[config.mk]
export PLATFORM = sky130hd
export DESIGN_NAME = sky130_fd_io__xres_drv_ctl
export DESIGN_NICKNAME = d
export VERILOG_FILES = /design/src/rtl/sky130_fd_io__xres_drv_ctl.sv
export SDC_FILE = /design/constraint.sdc
export NUM_CORES = 1
export LEC_CHECK = 0
export ABC_AREA = 1
export CAP_MARGIN = 20
export CORE_UTILIZATION = 49
export CTS_CLUSTER_DIAMETER = 100
export DETAILED_ROUTE_END_ITERATION = 8
export GPL_TIMING_DRIVEN = 0
export HOLD_SLACK_MARGIN = 0.06
export MAX_ROUTING_LAYER = met4
export PLACE_DENSITY = 0.73
export SLEW_MARGIN = 5
export SYNTH_ARGS = -nofsm -noshare
export SYNTH_HDL_FRONTEND = slang
export SYNTH_SLANG_ARGS = --single-unit
[constraint.sdc]
create_clock -name CLK -period 1.29 [get_ports CLK]
set_input_delay 0.387 -clock CLK [delete_from_list [all_inputs] [get_ports CLK]]
set_output_delay 0.387 -clock CLK [all_outputs]
set_load 0.1 [all_outputs]
[src/rtl/sky130_fd_io__xres_drv_ctl.sv]
// -----------------------------------------------------------------------------
// sky130_fd_io__xres_drv_ctl
//
// Transmit-side controller for an open-drain external-reset (XRES) pad.
// A request pulls the pad low for exactly PULSE_CYCLES clocks. This is long
// enough to pass the receive-side glitch filter. The pull-down is then
// released, and the controller waits for the pad readback to return high.
// If the readback has not returned high by RELEASE_TIMEOUT, the sequence ends
// with the sticky TIMEOUT_H flag set.
//
// Configuration macro:
//   SKY130_FD_IO_XRES_DRV_SYNC_EN
//     defined   : PAD_IN_H goes through a 2-flop synchronizer (reset to 0).
//                 Release detection lags the pad by 2 cycles.
//     undefined : PAD_IN_H is used directly and must be synchronous to CLK.
//
// Parameters:
//   PULSE_CYCLES     cycles PAD_PD_H is held high per request (>= 1)
//   RELEASE_TIMEOUT  last RELEASE counter value before giving up (>= 1)
//   CNT_W            counter width, must hold max(PULSE_CYCLES, RELEASE_TIMEOUT)
//
// Ports:
//   CLK        in   rising-edge clock
//   RESET_N    in   asynchronous active-low reset
//   REQ_H      in   level request for a reset pulse, sampled only in IDLE
//   ACK_H      out  1-cycle pulse: request accepted
//   PAD_IN_H   in   pad readback
//   PAD_PD_H   out  1 = pad pull-down enabled (pad driven low)
//   BUSY_H     out  1 while a sequence is in progress
//   DONE_H     out  1-cycle pulse: sequence finished (release seen or timeout)
//   TIMEOUT_H  out  sticky: the last sequence ended by timeout
// -----------------------------------------------------------------------------
module sky130_fd_io__xres_drv_ctl #(
  parameter int unsigned PULSE_CYCLES    = 64,
  parameter int unsigned RELEASE_TIMEOUT = 255,
  parameter int unsigned CNT_W           = 8
) (
  input  logic CLK,
  input  logic RESET_N,
  input  logic REQ_H,
  output logic ACK_H,
  input  logic PAD_IN_H,
  output logic PAD_PD_H,
  output logic BUSY_H,
  output logic DONE_H,
  output logic TIMEOUT_H
);

  typedef enum logic [1:0] {
    ST_IDLE    = 2'd0,
    ST_ASSERT  = 2'd1,
    ST_RELEASE = 2'd2
  } state_e;

  localparam logic [CNT_W-1:0] PULSE_LIM = CNT_W'(PULSE_CYCLES);
  localparam logic [CNT_W-1:0] TMO_LIM   = CNT_W'(RELEASE_TIMEOUT);
  localparam logic [CNT_W-1:0] CNT_MAX   = '1;
  localparam logic [CNT_W-1:0] CNT_ONE   = CNT_W'(1);

  state_e           state_q, state_d;
  logic [CNT_W-1:0] cnt_q, cnt_d, cnt_inc;
  logic             ack_q, ack_d;
  logic             pd_q, pd_d;
  logic             busy_q, busy_d;
  logic             done_q, done_d;
  logic             timeout_q, timeout_d;
  logic             rb;

  // ---------------------------------------------------------------------------
  // Pad readback
  // ---------------------------------------------------------------------------
`ifdef SKY130_FD_IO_XRES_DRV_SYNC_EN
  logic [1:0] sync_q, sync_d;

  always_comb sync_d = {sync_q[0], PAD_IN_H};

  // The synchronizer resets low. After reset, a pad that is already high
  // takes two cycles to appear on rb. That is harmless, because rb is only
  // consulted in RELEASE.
  always_ff @(posedge CLK or negedge RESET_N) begin
    if (!RESET_N) sync_q <= '0;
    else          sync_q <= sync_d;
  end

  assign rb = sync_q[1];
`else
  assign rb = PAD_IN_H;
`endif

  // ---------------------------------------------------------------------------
  // Next-state and next-output logic
  // ---------------------------------------------------------------------------
  always_comb begin
    // NOTE: every variable gets a default before the case so that no path
    // leaves it unassigned; otherwise synthesis would infer a latch.
    state_d   = state_q;
    cnt_d     = cnt_q;
    ack_d     = 1'b0;
    pd_d      = pd_q;
    busy_d    = busy_q;
    done_d    = 1'b0;
    timeout_d = timeout_q;
    // The counter saturates instead of wrapping.
    cnt_inc   = (cnt_q == CNT_MAX) ? cnt_q : cnt_q + 1'b1;

    unique case (state_q)
      ST_IDLE: begin
        // PAD_IN_H is deliberately ignored here, because another agent may
        // legitimately hold the line low.
        if (REQ_H) begin
          state_d   = ST_ASSERT;
          ack_d     = 1'b1;
          pd_d      = 1'b1;
          busy_d    = 1'b1;
          timeout_d = 1'b0;
          // The counter starts at 1, so comparing against PULSE_LIM gives a
          // pull-down width of exactly PULSE_CYCLES.
          cnt_d     = CNT_ONE;
        end
      end

      ST_ASSERT: begin
        if (cnt_q == PULSE_LIM) begin
          state_d = ST_RELEASE;
          pd_d    = 1'b0;
          cnt_d   = '0;
        end else begin
          cnt_d = cnt_inc;
        end
      end

      ST_RELEASE: begin
        // The readback is tested first, so a release seen on the timeout
        // cycle still counts as a clean finish.
        if (rb) begin
          state_d = ST_IDLE;
          done_d  = 1'b1;
          busy_d  = 1'b0;
          cnt_d   = '0;
        end else if (cnt_q == TMO_LIM) begin
          state_d   = ST_IDLE;
          done_d    = 1'b1;
          busy_d    = 1'b0;
          timeout_d = 1'b1;
          cnt_d     = '0;
        end else begin
          cnt_d = cnt_inc;
        end
      end

      default: begin
        state_d = ST_IDLE;
        pd_d    = 1'b0;
        busy_d  = 1'b0;
        cnt_d   = '0;
      end
    endcase
  end

  // ---------------------------------------------------------------------------
  // State and output registers
  // ---------------------------------------------------------------------------
  // NOTE: sequential state uses non-blocking assignments only. Every flop then
  // samples pre-edge values, and ordering races between processes are avoided.
  always_ff @(posedge CLK or negedge RESET_N) begin
    if (!RESET_N) begin
      state_q   <= ST_IDLE;
      cnt_q     <= '0;
      ack_q     <= 1'b0;
      pd_q      <= 1'b0;
      busy_q    <= 1'b0;
      done_q    <= 1'b0;
      timeout_q <= 1'b0;
    end else begin
      state_q   <= state_d;
      cnt_q     <= cnt_d;
      ack_q     <= ack_d;
      pd_q      <= pd_d;
      busy_q    <= busy_d;
      done_q    <= done_d;
      timeout_q <= timeout_d;
    end
  end

  // All outputs come straight from flops, so there is no input-to-output
  // combinational path. The pull-down also drops as soon as reset asserts.
  assign ACK_H     = ack_q;
  assign PAD_PD_H  = pd_q;
  assign BUSY_H    = busy_q;
  assign DONE_H    = done_q;
  assign TIMEOUT_H = timeout_q;

endmodule

=== After elaboration in Yosys (flattened, before gate mapping) ===
Cells that the tools add are included.

* Bits in registers: 15
* Input port bits: 4
* Output and inout bits: 5
* Word-level logic and storage cells: 51

* $add $sub $neg: 1
* Eq/ne operators: 9
* Muxes and demuxes: 26
* Bitwise logic cells: 2
* Reductions and logical operators: 6

{| class="wikitable"
|+ Operators with widths
! kind !! count
|-
| $mux W8 || 5
|-
| $pmux W8 S3 || 1
|-
| $mux W1 || 12
|-
| $reduce_and A3 Y1 || 3
|-
| $add A8 B1 Y8 const B || 1
|-
| $eq A8 B7 Y1 const B || 1
|-
| $eq A8 B8 Y1 const B || 1
|-
| $mux W2 || 4
|-
| $ne A2 B2 Y1 const B || 4
|-
| $pmux W1 S3 || 2
|-
| $pmux W2 S3 || 1
|-
| $reduce_and A4 Y1 || 1
|-
| $ne A3 B3 Y1 const B || 1
|-
| $eq A2 B1 Y1 const B || 1
|-
| $eq A2 B2 Y1 const B || 1
|-
| $logic_not A2 Y1 || 1
|-
| $not A1 Y1 || 2
|-
| $pmux W1 S2 || 1
|-
| $reduce_bool A2 Y1 || 1
|}

=== Longest topological paths before layout ===
* Word-level depth: 5
* Gate-level depth with buffers: 11
* Gate-level depth less buffers: 11

=== Worst setup path after synthesis ===
OpenSTA, ideal clock, no wires.

* Path kind: register to register
* Start point: reg cnt_q[0]
* End point: reg cnt_q[0]
* Library setup time: 117 ps
* Data arrival time: 1286 ps
* Required time: 1173 ps
* Slack: -113 ps
* Cell stages (with the launch flop): 12
* Path buffers: 0
* Period minus slack after synthesis: 1403 ps
* Cells stage by stage: dfrtp_1 > ha_1 > nand2_2 > nor2_4 > nand2_4 > ha_1 > nand2_1 > nand2_1 > nand2_1 > o21ai_0 > nand2_1 > nand2_1

* Cells in the longest elaborated chain, start to end: 5
* Elaborated cells on any way between the ends: 8
* Those cells by class: add/sub (1); eq/ne (2); mux (5)

{| class="wikitable"
|+ RTL lines
! what !! RTL line !! source
|-
| start: declaration || 61 || <nowiki>logic [CNT_W-1:0] cnt_q, cnt_d, cnt_inc;</nowiki>
|-
| start signal: assignment || 176 || <nowiki>cnt_q <= cnt_d;</nowiki>
|-
| $add A8 B1 Y8 or $eq A8 B8 Y1 (tied branches) || 104, 140 ||
|-
| $mux W8 || 104 || <nowiki>cnt_inc = (cnt_q == CNT_MAX) ? cnt_q : cnt_q + 1'b1;</nowiki>
|-
| $mux W8 || 140 || <nowiki>end else if (cnt_q == TMO_LIM) begin</nowiki>
|-
| $mux W8 || 135 || <nowiki>if (rb) begin</nowiki>
|-
| $pmux W8 S3 * || 106 || <nowiki>unique case (state_q)</nowiki>
|}

Every way passes the cells marked *; elsewhere a longest branch is shown, timed or not.
A chain may end at the register's enable or synchronous reset.

=== Final worst setup path ===
* Start point: reg cnt_q[1]
* End point: reg cnt_q[0]

* Cells in the longest elaborated chain, start to end: 5
* Elaborated cells on any way between the ends: 7
* Those cells by class: eq/ne (2); mux (5)

{| class="wikitable"
|+ RTL lines
! what !! RTL line
|-
| $eq A8 B8 Y1 || 104, 140
|-
| $mux W8 || 104
|-
| $mux W8 || 140
|-
| $mux W8 || 135
|-
| $pmux W8 S3 * || 106
|}

Marks and branches as above.

==> results.toml <==
[floorplan]
ioPinCount = 9
initial_core_util_pct = 52.3
std_cell_rows = 15
die_w_um = 44.9
die_h_um = 44.9
die-area_mm2 = 0.00202
core_area_mm2 = 0.00173

[cts]
clk_latency_ns = 0.28
cts.sinks = 15
htreeDepth = 1
cts_max_path_buffers = 2
numCtsBuffers = 3
cts-root-buf = "clkbuf_4"
clk_pin_slew_worst_paths_ns = 0.09
postCtsHoldBufs = 0
cts_tree = "built"

[global_routing]
antenna_found_initial = 0
grt_pass1_wl_mm = 3.09
grt_pass1_vias = 755
grt_usage_pct = 21.8
overflow = 0
grt_max_degree = 16

[place]
place_congestion = 0.821
dp_cells = 153
port_buffers = 8
dp_hpwl_mm = 1.32

[pwr]
power_leakage_uw = 0.000639
p_per_area_mw_per_mm2 = 688
ir_worst_vdd_v = 0.000584
power_uw = 832

[synth]
synth_top_area_share_pct = 41.6
synth_cell_types = 20
synth_edf_count = 0
yosysMostFrequentCell = "nand2_1"
synthTopCellsByCount = "nand2_1, inv_1, dfrtp_1, nand3_1, o21ai_0"
syn_area_um2 = 903
async_flop_share_pct = 100
synth-seq-cells = 15
ys_top_cells_by_area = "dfrtp_1, nand2_1, inv_1"
syn_nets = 127
synthFlopType = "dfrtp_1"
yosysSeqAreaShare_pct = 41.6
synth_area_leader_cell = "dfrtp_1"
postSynthAreaPerCell_um2 = 7.53
synthCells = 120
yosysWarnings = 0

[worst_setup_path]
end_kind = "flip-flop"
cp_common_cell = "nand2_1"
crit_type = "reg2reg"
critPathLaunchType = "flip-flop"
path_max_fanout = 5
crit_chain = "ha_4 > nand2_4 > nor2_4 > nand2_4 > ha_4 > nand2_2 > nand2_1 > nand2_1 > o21ai_1 > nand2_1 > nand2_1"
arrival_ns = 1.60
max_stage_delay_ns = 0.42
required_ns = 1.47
cp_slowest_cell = "dfrtp_1"
regToRegSetupSlack_ns = -0.13

[min_path]
hp-class = "in2async"

[outcome]
violations = "negative setup slack"
status = "finished, violations left"

[sta]
setup_tns_ns = -0.969
rsz0062_at_grt = "true"
hold_ws_ns = 0.506
final_max_slew_viol_count = 0
fin_skew_ns = 0.00185
period_needed_ns = 1.42
clock.fmax_mhz = 703
setup_violations = 12
finalHoldViolations = 0
slew_headroom_pct = 55.4
setup_ws_ns = -0.132
tightest_slew_ns = 0.666
finalCritPeriodShare_pct = 110

[routing]
post_drt_wl_per_cell_um = 12.0
ant_nets = 0
firstDrtPassIters = 4
vias_per_cell = 4.87
vias = 814
drc_errors = 0
routed_wl_mm = 2.00
drt_iter0_drc = 16

[cells_and_area]
syn_to_final_growth_pct = 33.9
fin_util_pct = 70.1
n_antenna_cell = 0
nNetsFinal = 150
fin_cells = 167
fill_cells = 152
drive_gt1_share_pct = 28.9

[flow_run]
drv_cap = 0
metrics by stage:
stage	cell area (um2)	setup slack (ns)
detailed placement	1030	-0.566
CTS	1130	-0.158
finish	1210	-0.132
global placement	1030	-0.560
floorplan	923	-0.102
global route	1210	-0.249
power by group:
| part | switching (uW) | internal, uW |
|---|---|---|
| clock | 149 | 120 |
| combinational | 55.1 | 28.0 |
| sequential | 5.00 | 475 |
critical path: cells and delay by family (launching register included):
| kind | cells | cell delay, ns |
|---|---|---|
| adders and majority gates | 2 | 0.33 |
| DFF | 1 | 0.42 |
| AOI/OAI and AO/OA | 1 | 0.05 |
| and+or+nand+nor | 8 | 0.51 |
cell families (layout without fill, tap and decap cells):
family / after synthesis / count (layout) / share of synthesized area [%]
buffers and inverters: 19 / 41 / 7.89
DFF: 15 / 15 / 41.6
AOI/OAI and AO/OA: 14 / 14 / 8.73
adders and majority gates: 3 / 3 / 4.16
and+or+nand+nor: 69 / 69 / 37.7
sequential cells by signal (all words and copies together) (netlist names):
name	count
cnt_q	8
BUSY_H	1
state_q	2
TIMEOUT_H	1
ACK_H	1
PAD_PD_H	1
DONE_H	1
metal layers:
metal | part of all wire, % | GRT usage, %
met1 | 45 | 26.2
met2 | 51 | 37.7
met3 | 2.3 | 2.40
met4 | 1.5 | 7.27
met5 | 0 | -
cell usage in the layout, fill, tap and decap left out, types with 2 or more instances in the layout:
cell / instances
nor2_4: 2
o21ai_0: 6
nor2_2: 3
dfrtp_1: 14
inv_2: 2
nand3_1: 12
buf_6: 4
nor2_1: 6
nand2_2: 5
nand2_4: 4
buf_4: 8
nand3b_1: 2
a21oi_1: 2
inv_1: 17
ha_4: 2
clkbuf_4: 3
clkdlybuf4s50_1: 3
o21ai_1: 2
nand2_1: 31
buf_12: 2
final cells by class:
type | count | area [um2] | share of cell area [%]
Clock buffer | 4 | 26.3 | 2.17
Inverter | 19 | 71.3 | 5.89
Multi-Input combinational cell | 86 | 514 | 42.5
Sequential cell | 15 | 377 | 31.1
Tap cell | 25 | 31.3 | 2.59
Timing Repair Buffer | 18 | 190 | 15.7
timing repair:
action	CTS	global route
setup endpoints to repair	17	19
endpoints found under the hold margin	0	0
cloned	0	0
setup buffers	7	4
resized for setup	40	14
pin swaps	8	2
worst paths after layout:
check | end | start | depth (start not counted)
worst max-delay path | cnt_q[0]$_DFFE_PN0N_ | cnt_q[1]$_DFFE_PN0N_ | 11
worst min-delay path | cnt_q[3]$_DFFE_PN0N_ | RESET_N | 1
worst max register to register | cnt_q[0]$_DFFE_PN0N_ | cnt_q[1]$_DFFE_PN0N_ | 11
worst min register to register | ACK_H$_DFF_PN0_ | state_q[0]$_DFFE_PN0P_ | 1
max in group asynchronous | cnt_q[0]$_DFFE_PN0N_ | RESET_N | 1
min in group CLK | ACK_H$_DFF_PN0_ | state_q[0]$_DFFE_PN0P_ | 1
Note: power is estimated with default switching activity, not from simulation.
